### config.mk
export PLATFORM = sky130hd
export DESIGN_NAME = alu_sequencer
export DESIGN_NICKNAME = d
export VERILOG_FILES = /design/src/rtl/alu_sequencer.sv
export SDC_FILE = /design/constraint.sdc
export NUM_CORES = 1
export LEC_CHECK = 0
export ABC_AREA = 1
export CAP_MARGIN = 20
export CORE_UTILIZATION = 60
export DETAILED_ROUTE_END_ITERATION = 8
export DONT_BUFFER_PORTS = 1
export PLACE_DENSITY = 0.76
export SETUP_SLACK_MARGIN = 0.02
export SYNTH_ARGS = -nofsm -noshare
export SYNTH_HDL_FRONTEND = slang
export SYNTH_SLANG_ARGS = --single-unit
### constraint.sdc
create_clock -name clk -period 1.8 [get_ports clk]
set_input_delay 0.18 -clock clk [delete_from_list [all_inputs] [get_ports clk]]
set_output_delay 0.18 -clock clk [all_outputs]
set_load 0.05 [all_outputs]
### src/rtl/alu_sequencer.sv
// Issue-side controller for the a*b + c*d + e fixed-point ALU: sequences operand
// captures per instruction and writes the settled result back to the register file.
module alu_sequencer #(
  parameter int BUS_WIDTH     = 8,
  parameter int REG_ADDR_W    = 3,
  parameter int SETTLE_CYCLES = 0
) (
  input  logic                  clk,
  input  logic                  rst,
  input  logic                  instr_valid,
  input  logic [31:0]           instr,
  output logic                  instr_ready,
  output logic [REG_ADDR_W-1:0] rd_addr_a,
  output logic [REG_ADDR_W-1:0] rd_addr_b,
  output logic [BUS_WIDTH-1:0]  alu_imm,
  output logic [4:0]            alu_reg_en,
  output logic                  alu_f_add,
  output logic                  alu_f_load,
  input  logic [BUS_WIDTH-1:0]  alu_result,
  output logic                  wb_en,
  output logic [REG_ADDR_W-1:0] wb_addr,
  output logic [BUS_WIDTH-1:0]  wb_data,
  output logic                  busy,
  output logic                  illegal_op
);

  localparam logic [2:0] OP_NOP  = 3'b000;
  localparam logic [2:0] OP_LDSW = 3'b001;
  localparam logic [2:0] OP_MOV  = 3'b010;
  localparam logic [2:0] OP_LIN  = 3'b100;
  localparam logic [3:0] SETTLE_LOAD = (SETTLE_CYCLES > 0) ? 4'(SETTLE_CYCLES - 1) : 4'd0;

  typedef enum logic [2:0] {
    S_IDLE, S_I0, S_I1, S_I2, S_SETTLE, S_WB
  } state_t;

  state_t      r_state, w_next;
  logic [2:0]  r_op, r_rd, r_ra, r_rb, r_rc;
  logic [7:0]  r_k0, r_k1;
  logic [3:0]  r_cnt;
  logic        w_accept;
  logic        w_reserved;
  logic        w_unused_rsvd;

  assign w_unused_rsvd = instr[16];
  assign w_accept      = instr_valid && (r_state == S_IDLE);
  assign w_reserved    = !(instr[31:29] inside {OP_NOP, OP_LDSW, OP_MOV, OP_LIN});
  assign illegal_op    = w_accept && w_reserved && !rst;
  assign busy          = (r_state != S_IDLE);

  always_ff @(posedge clk) begin
    if (rst) begin
      r_state <= S_IDLE;
      r_op    <= '0;
      r_rd    <= '0;
      r_ra    <= '0;
      r_rb    <= '0;
      r_rc    <= '0;
      r_k0    <= '0;
      r_k1    <= '0;
      r_cnt   <= '0;
    end else begin
      r_state <= w_next;
      if (w_accept) begin
        r_op <= instr[31:29];
        r_rd <= instr[28:26];
        r_ra <= instr[25:23];
        r_rb <= instr[22:20];
        r_rc <= instr[19:17];
        r_k0 <= instr[15:8];
        r_k1 <= instr[7:0];
      end
      // Counter preloads on the I2->SETTLE edge so SETTLE lasts exactly SETTLE_CYCLES.
      if (r_state == S_I2)
        r_cnt <= SETTLE_LOAD;
      else if (r_state == S_SETTLE && r_cnt != 4'd0)
        r_cnt <= r_cnt - 4'd1;
    end
  end

  always_comb begin
    w_next      = r_state;
    instr_ready = 1'b0;
    rd_addr_a   = '0;
    rd_addr_b   = '0;
    alu_imm     = '0;
    alu_reg_en  = 5'b00000;
    alu_f_add   = 1'b0;
    alu_f_load  = 1'b0;
    wb_en       = 1'b0;
    wb_addr     = '0;
    wb_data     = '0;
    case (r_state)
      S_IDLE: begin
        instr_ready = 1'b1;
        if (instr_valid) begin
          case (instr[31:29])
            OP_LDSW, OP_MOV: w_next = S_I2;
            OP_LIN:          w_next = S_I0;
            default:         w_next = S_IDLE;
          endcase
        end
      end
      S_I0: begin
        rd_addr_a  = REG_ADDR_W'(r_ra);
        alu_f_add  = 1'b1;
        alu_imm    = BUS_WIDTH'(r_k0);
        alu_reg_en = 5'b00011;
        w_next     = S_I1;
      end
      S_I1: begin
        rd_addr_b  = REG_ADDR_W'(r_rb);
        alu_f_add  = 1'b1;
        alu_imm    = BUS_WIDTH'(r_k1);
        alu_reg_en = 5'b01100;
        w_next     = S_I2;
      end
      S_I2: begin
        // MOV/LDSW zero the B and D coefficients so leftover products drop out of the sum.
        case (r_op)
          OP_LIN: begin
            rd_addr_a  = REG_ADDR_W'(r_rc);
            alu_f_load = 1'b1;
            alu_reg_en = 5'b10000;
          end
          OP_MOV: begin
            rd_addr_a  = REG_ADDR_W'(r_ra);
            alu_f_load = 1'b1;
            alu_reg_en = 5'b11010;
          end
          default: alu_reg_en = 5'b11010;
        endcase
        w_next = (SETTLE_CYCLES > 0) ? S_SETTLE : S_WB;
      end
      S_SETTLE: begin
        if (r_cnt == 4'd0) w_next = S_WB;
      end
      S_WB: begin
        wb_en   = 1'b1;
        wb_addr = REG_ADDR_W'(r_rd);
        wb_data = alu_result;
        w_next  = S_IDLE;
      end
      default: w_next = S_IDLE;
    endcase
  end

endmodule

==> qor.yml, run 1 <==
yosys-top-cells-area: "dfxtp_1 (39%), nand2_1 (12%), a21oi_1 (9.8%)"
port_buffers: 0
yosysWarningCount: 0
netlist-cell-type-count: 22
synth_top_area_frac: 0.393
postGrtWorstEndpoint: "illegal_op"
synth_edf_count: 0
die_h_um: 58.8
syn_inst: 283
syn_area_um2: 1940
error_line: "[ERROR DPL-0038] Utilization greater than 100%, impossible to legalize"
clock_sinks: 38
synth_area_leader_cell: "dfxtp_1"
h-tree-depth: 2
syn-num-nets: 327
seq_area_frac_synth: 0.393
numCtsBuffers: 5
gp_congestion: 0.818
initial_utilization: 0.635
synth_flop_cell: "dfxtp_1"
clockBufferDepth: 2
synthArstFlopShare: 0
fp-row-count: 20
ys_ff_latch: 38
dp_hpwl_um: 3560
pin_count: 79
failing_step: "global routing (5_1_grt)"
clockRootBuffer: "clkbuf_4"
chipWidth_um: 58.8
worst-ep-kind: "top-level output"
grt_max_degree: 34
outcome: "did not finish"
synth.avg_cell_area_um2: 6.85
per-stage QoR:
stage / instances / setup slack, ns / area [µm²] / hold WS, ns / util
detailed placement: 352 / 0.304 / 2530 / 0.254 / 0.829
global placement: 352 / 0.317 / 2530 / 0.251 / 0.829
CTS: 394 / 0.000562 / 2940 / 0.000281 / 0.963
floorplan: 283 / 0.0271 / 2020 / 0.344 / -
cell usage after synthesis, types with 3 or more instances:
cell type  instances
a21oi_1           38
a22o_1             8
buf_2              4
buf_6              7
clkbuf_1           5
dfxtp_1           38
inv_1             31
inv_2              5
nand2_1           63
nand3_1           37
nand4_1            3
nor2_1            32
cell families after synthesis:
kind of cell,synth area share
AND/OR/NAND/NOR,0.327
buffers and inverters,0.130
AO/OA/AOI/OAI,0.139
flip-flops,0.393
XOR/XNOR,0.00452
adder cells (fa/ha/maj),0.00645
what timing repair did:
item,4_1_cts
hold buffers,28
gates cloned,1
setup buffers,5
hold endpoints to repair,33
endpoints found under the setup margin,23
pin swaps,1
resized for setup,7
==> inputs of run 2 (changes only) <==
CORE_UTILIZATION = 40   (was 60)
PLACE_DENSITY = default   (was 0.76)
PLACE_DENSITY_LB_ADDON = 0.15   (was default)
SETUP_SLACK_MARGIN = default   (was 0.02)
==> qor.yml, run 2 <==
outcome: "finished, final reports clean"  # was did not finish
ir_drop_mv: 0.589
final_cell_mix: "nand2_1 (63), a21oi_1 (38), nand3_1 (37), dfxtp_1 (35), inv_1 (29)"
synth_most_common_cell: "nand2_1"  # unchanged
synth.avg_cell_area_um2: 6.85  # unchanged
dp_slack_ns: 0.241  # was 0.304 ns
timing.fmax_mhz: 585
critPathSlowestCell: "dfxtp_4"
netlist-cell-type-count: 22  # unchanged
use_met2: 0.317
numCtsBuffers: 5  # unchanged
clockBufferDepth: 2  # unchanged
cp_max_fo: 10
gp_congestion: 0.838  # was 0.818
die_h_um: 71.6  # was 58.8 µm
drcViolationCount: 0
final_common_cell: "nand2_1"
grt_max_degree: 34
p_per_area_nw_per_um2: 869
max_stage_delay_ns: 0.38
clockRootBuffer: "clkbuf_8"  # was clkbuf_4
rsz0062_at_grt: "yes"
cp-startpoint: "r_state[0]$_SDFFE_PP0P_"
syn_area_um2: 1940  # unchanged
drt_iter0_markers: 90
tightest_slew_ns: 0.295
synth_edf_count: 0  # unchanged
syn_inst: 283  # unchanged
yosysWarningCount: 0  # unchanged
slew-limit-headroom: 0.803
fin_nets: 363
wl_um: 4970
drive_gt1_frac: 0.254
required_ns: 1.62
grt_pass1_wl_um: 7980
maxCapViolations: 0
fp-row-count: 24  # was 20
antenna_found_initial: 0
cp-end-kind: "primary output"
power_leakage_uw: 0.00114
seqPwrFrac: 0.417
synth_top_cells_by_count: "nand2_1 (63), a21oi_1 (38), dfxtp_1 (38)"  # unchanged
grt_use_total: 0.200
setup_viol: 0
detail-route-antenna-nets: 0
ff2ff_path_depth: 7
endpoint: "wb_data[0]"
hold_slack_ns: 0.0410
ys_ff_latch: 38  # unchanged
finalSetupTns_ns: 0
switching_share: 0.317
synth_flop_cell: "dfxtp_1"  # unchanged
yosys-top-cells-area: "dfxtp_1 (39%), nand2_1 (12%), a21oi_1 (9.8%)"  # unchanged
r2r_end: "r_k0[4]$_SDFFE_PP0N_"
wire_per_inst_um: 13.4
rr_startpoint: "r_state[0]$_SDFFE_PP0P_"
reg2reg_slack_ns: 0.34
grt_use_met3: 0.0591
grt_busiest_layer: "met2"
firstDrtPassIters: 4
core_area_um2: 4500
clkTransAtPathRegs_ns: 0.07
dp_hpwl_um: 3360  # was 3560 µm
synth_area_leader_cell: "dfxtp_1"  # unchanged
clk_latency_ns: 0.29
period_needed_ns: 1.71
fin_ws_ns: 0.0901
die-area_um2: 5130
hold_path.class: "primary input to flip-flop"
p_comb_frac: 0.264
arrival_ns: 1.53
maxSlewViolCount: 0
seq_area_frac_synth: 0.393  # unchanged
top_regs: "r_k0: 8 flops, r_k1: 8 flops, r_cnt: 4 flops"
synth_top_area_frac: 0.393  # unchanged
synthArstFlopShare: 0  # unchanged
syn-num-nets: 327  # unchanged
cts_tree: "built"
switchingPower_uw: 723
grt_pass1_vias: 1732
skew_ns: 0.00737
pin_count: 79  # unchanged
port_buffers: 0  # unchanged
worstSetupPathType: "flip-flop to primary output"
power.internal_uw: 1560
clkPwrFrac: 0.319
vias: 1899
period_share: 0.950
syn_to_final_growth_pct: 35.6
crit_path_start_kind: "flip-flop"
num_antenna_cells: 0
h-tree-depth: 2  # unchanged
overflow: 0
worstPathCellList: "inv_2, nor3_4, clkinvlp_4, buf_12, nor2_2, buf_6"
viasPerCell: 5.12
grtUsageMet1: 0.263
chipWidth_um: 71.6  # was 58.8 µm
clock_sinks: 38  # unchanged
finalHoldViolations: 0
initial_utilization: 0.430  # was 0.635
[run 2: cell counts after synthesis]
Identical to the previous run, type by type.
[run 2: repair_timing]
item,in CTS,in global routing
hold buffers,1,0
pin swaps,1,1
endpoints found under the hold margin,32,0
buffers inserted,6,0
resized for setup,5,18
setup endpoints to repair,22,12
[run 2: cell families after synthesis]
group	count (synthesis)	synth area share
adder cells (fa/ha/maj)	1	0.00645
AO/OA/AOI/OAI	48	0.139
flip-flops	38	0.393
buffers and inverters	52	0.130
XOR/XNOR	1	0.00452
AND/OR/NAND/NOR	143	0.327
[run 2: worst min-delay path by stage]
stage	from	endpoint	cells after the start
after floorplan	instr[14]	r_k0[6]$_SDFFE_PP0N_	2
after global placement	rst	r_rb[2]$_SDFFE_PP0N_	1
after detailed placement	rst	r_rb[2]$_SDFFE_PP0N_	1
after CTS	rst	r_cnt[1]$_SDFFE_PP0P_	3
after global routing	instr[9]	r_k0[1]$_SDFFE_PP0N_	2
final	rst	r_cnt[1]$_SDFFE_PP0P_	3
[run 2: area by class of cell]
cell class	count	area, µm²
multi-input combinational	193	986
clock buffer	6	82.6
inverter	36	143
tap	52	65.1
clock inverter	1	30.0
fill	412	1880
timing repair buffer	45	552
sequential	38	769
[run 2: critical path, delay by kind of cell (launching register included)]
family | cells | cell delay (ns)
flip-flops | 1 | 0.38
buffers and inverters | 4 | 0.54
AND/OR/NAND/NOR | 2 | 0.31
[run 2: power groups by stage]
stage / sequential [µW] / clock (µW) / combinational (µW)
5_1_grt: 960 / 781 / 654
2_1_floorplan: 959 / 0 / 456
3_3_place_gp: 969 / 0 / 552
6_report: 952 / 728 / 602
3_5_place_dp: 970 / 0 / 558
4_1_cts: 952 / 755 / 602
[run 2: per-stage QoR]
| step | instances | utilization | cell area, µm² | total power [µW] |
|---|---|---|---|---|
| 6_report | 371 | 0.583 | 2630 | 2280 |
| 3_3_place_gp | 357 | 0.523 | 2350 | 1520 |
| 2_1_floorplan | 283 | - | 1970 | 1420 |
| 5_1_grt | 371 | 0.583 | 2630 | 2390 |
| 3_5_place_dp | 357 | 0.523 | 2350 | 1530 |
| 4_1_cts | 371 | 0.569 | 2560 | 2310 |
[run 2: per-layer routing]
metal	vias up	share of wire
li1	980	-
met1	851	0.46
met2	66	0.47
met3	2	0.073
met4	0	0.0022
met5	-	0
Note: power is estimated with default switching activity, not from simulation.
==> inputs of run 3 (changes only) <==
clock period = 1.94 ns   (was 1.8 ns; I/O delays follow)
==> qor.yml, run 3 (synthesized netlist as in run 2, its figures left out) <==
clkTransAtPathRegs_ns: 0.07  # about the same
max_stage_delay_ns: 0.44  # was 0.38 ns
top_regs: "r_k0: 8 flops, r_k1: 8 flops, r_cnt: 4 flops"  # unchanged
cp_max_fo: 9  # was 10
drive_gt1_frac: 0.229  # was 0.254
fp-row-count: 24  # unchanged
drt_iter0_markers: 67  # was 90
r2r_end: "r_state[1]$_SDFFE_PP0P_"  # was r_k0[4]$_SDFFE_PP0N_
wl_um: 4870  # was 4970 µm
final_cell_mix: "nand2_1 (62), a21oi_1 (38), nand3_1 (37), dfxtp_1 (37), inv_1 (30)"  # was nand2_1 (63), a21oi_1 (38), nand3_1 (37), dfxtp_1 (35), inv_1 (29)
fin_nets: 357  # was 363
core_area_um2: 4500  # unchanged
dp_slack_ns: 0.316  # was 0.241 ns
chipWidth_um: 71.6  # unchanged
die_h_um: 71.6  # unchanged
syn_to_final_growth_pct: 27.1  # was 35.6%
viasPerCell: 5.13  # was 5.12
dp_hpwl_um: 3320  # was 3360 µm
worstPathCellList: "inv_2, nor2_1, nand2_2, inv_4, a22o_1, buf_12"  # was inv_2, nor3_4, clkinvlp_4, buf_12, nor2_2, buf_6
port_buffers: 0  # unchanged
use_met2: 0.303  # was 0.317
num_antenna_cells: 0  # unchanged
worstSetupPathType: "flip-flop to primary output"  # unchanged
skew_ns: 0.00409  # was 0.00737 ns
wire_per_inst_um: 13.3  # was 13.4 µm
finalHoldViolations: 0  # unchanged
numCtsBuffers: 5  # unchanged
die-area_um2: 5130  # unchanged
grt_use_total: 0.194  # was 0.200
gp_congestion: 0.818  # was 0.838
period_share: 0.968
ir_drop_mv: 0.389  # was 0.589 mV
reg2reg_slack_ns: 0.35  # was 0.34 ns
p_per_area_nw_per_um2: 795  # was 869 nW/µm²
clk_latency_ns: 0.29  # about the same
maxCapViolations: 0  # unchanged
period_needed_ns: 1.88
maxSlewViolCount: 0  # unchanged
critPathSlowestCell: "dfxtp_1"  # was dfxtp_4
setup_viol: 0  # unchanged
tightest_slew_ns: 0.494  # was 0.295 ns
slew-limit-headroom: 0.670  # was 0.803
detail-route-antenna-nets: 0  # unchanged
clock_sinks: 38  # unchanged
required_ns: 1.75  # was 1.62 ns
endpoint: "alu_imm[5]"  # was wb_data[0]
rr_startpoint: "r_state[1]$_SDFFE_PP0P_"  # was r_state[0]$_SDFFE_PP0P_
vias: 1877  # was 1899
antenna_found_initial: 0  # unchanged
clockBufferDepth: 2  # unchanged
final_common_cell: "nand2_1"  # unchanged
cp-startpoint: "r_state[1]$_SDFFE_PP0P_"  # was r_state[0]$_SDFFE_PP0P_
crit_path_start_kind: "flip-flop"  # unchanged
grt_pass1_wl_um: 7730  # was 7980 µm
timing.fmax_mhz: 532
grt_use_met3: 0.0478  # was 0.0591
clockRootBuffer: "clkbuf_8"  # unchanged
grt_busiest_layer: "met2"  # unchanged
drcViolationCount: 0  # unchanged
pin_count: 79  # unchanged
fin_ws_ns: 0.0620  # was 0.0901 ns
h-tree-depth: 2  # unchanged
rsz0062_at_grt: "no"  # was yes
crit_family: "flip-flops"  # was buffers and inverters
critical_path_buf_inv_count: 3  # was 4
firstDrtPassIters: 4  # unchanged
grtUsageMet1: 0.262  # was 0.263
overflow: 0  # unchanged
arrival_ns: 1.68  # was 1.53 ns
grt_pass1_vias: 1614  # was 1732
cts_tree: "built"  # unchanged
power_leakage_uw: 0.00109  # was 0.00114 µW
grt_max_degree: 34  # unchanged
crit_cells: 6  # unchanged
outcome: "finished, final reports clean"  # unchanged
initial_utilization: 0.430  # unchanged
ff2ff_path_depth: 6  # was 7
hold_path.class: "primary input to flip-flop"  # unchanged
cp-end-kind: "primary output"  # unchanged
finish.utilization: 0.547  # was 0.583
hold_slack_ns: 0.0474  # was 0.0410 ns
run 3: worst min-delay path, delay by kind of cell:
kind             cells  cell delay, ns
and+or+nand+nor      3            0.10
run 3: through the flow:
stage / TNS, ns / power [µW] / std cells / cell area, µm²
global placement: 0 / 1390 / 356 / 2320
detailed placement: 0 / 1400 / 356 / 2320
CTS: 0 / 1980 / 365 / 2440
global route: 0 / 2060 / 366 / 2460
floorplan: -0.158 / 1310 / 283 / 1970
finish: 0 / 1960 / 366 / 2460
run 3: layer usage:
layer / vias up / routed length [µm] / share of wire
met3: 7 / 312 / 0.064
met4: 0 / 59 / 0.012
met5: - / 0 / 0
li1: 969 / - / -
met1: 840 / 2300 / 0.47
met2: 61 / 2200 / 0.45
run 3: cell type report:
| cell class | instances | area (µm²) |
|---|---|---|
| clock buffer | 7 | 86.3 |
| timing repair buffer | 39 | 443 |
| clock inverter | 1 | 5.00 |
| tap | 52 | 65.1 |
| sequential | 38 | 762 |
| multi-input combinational | 193 | 961 |
| fill | 437 | 2040 |
| inverter | 36 | 141 |
run 3: worst min path at each step:
stage          cells after the start       from                       to  slack [ns]
6_report                           3        rst    r_cnt[1]$_SDFFE_PP0P_        0.05
5_1_grt                            3        rst    r_cnt[1]$_SDFFE_PP0P_        0.04
4_1_cts                            3        rst    r_cnt[1]$_SDFFE_PP0P_        0.04
3_5_place_dp                       1        rst  r_state[2]$_SDFFE_PP0P_        0.27
3_3_place_gp                       1        rst     r_rb[2]$_SDFFE_PP0N_        0.27
2_1_floorplan                      2  instr[14]     r_k0[6]$_SDFFE_PP0N_        0.36
run 3: timing repair:
item                       CTS  global route
buffers inserted             0             1
hold endpoints to repair    32             0
resized for setup            1             3
pin swaps                    0             0
hold buffers                 1             0
setup endpoints to repair    2            20
run 3: where the power goes:
group | switching (µW) | internal (µW) | leakage (µW)
Sequential | 42.1 | 842 | 0.000312
Clock | 273 | 287 | 0.0000482
Combinational | 353 | 162 | 0.000727
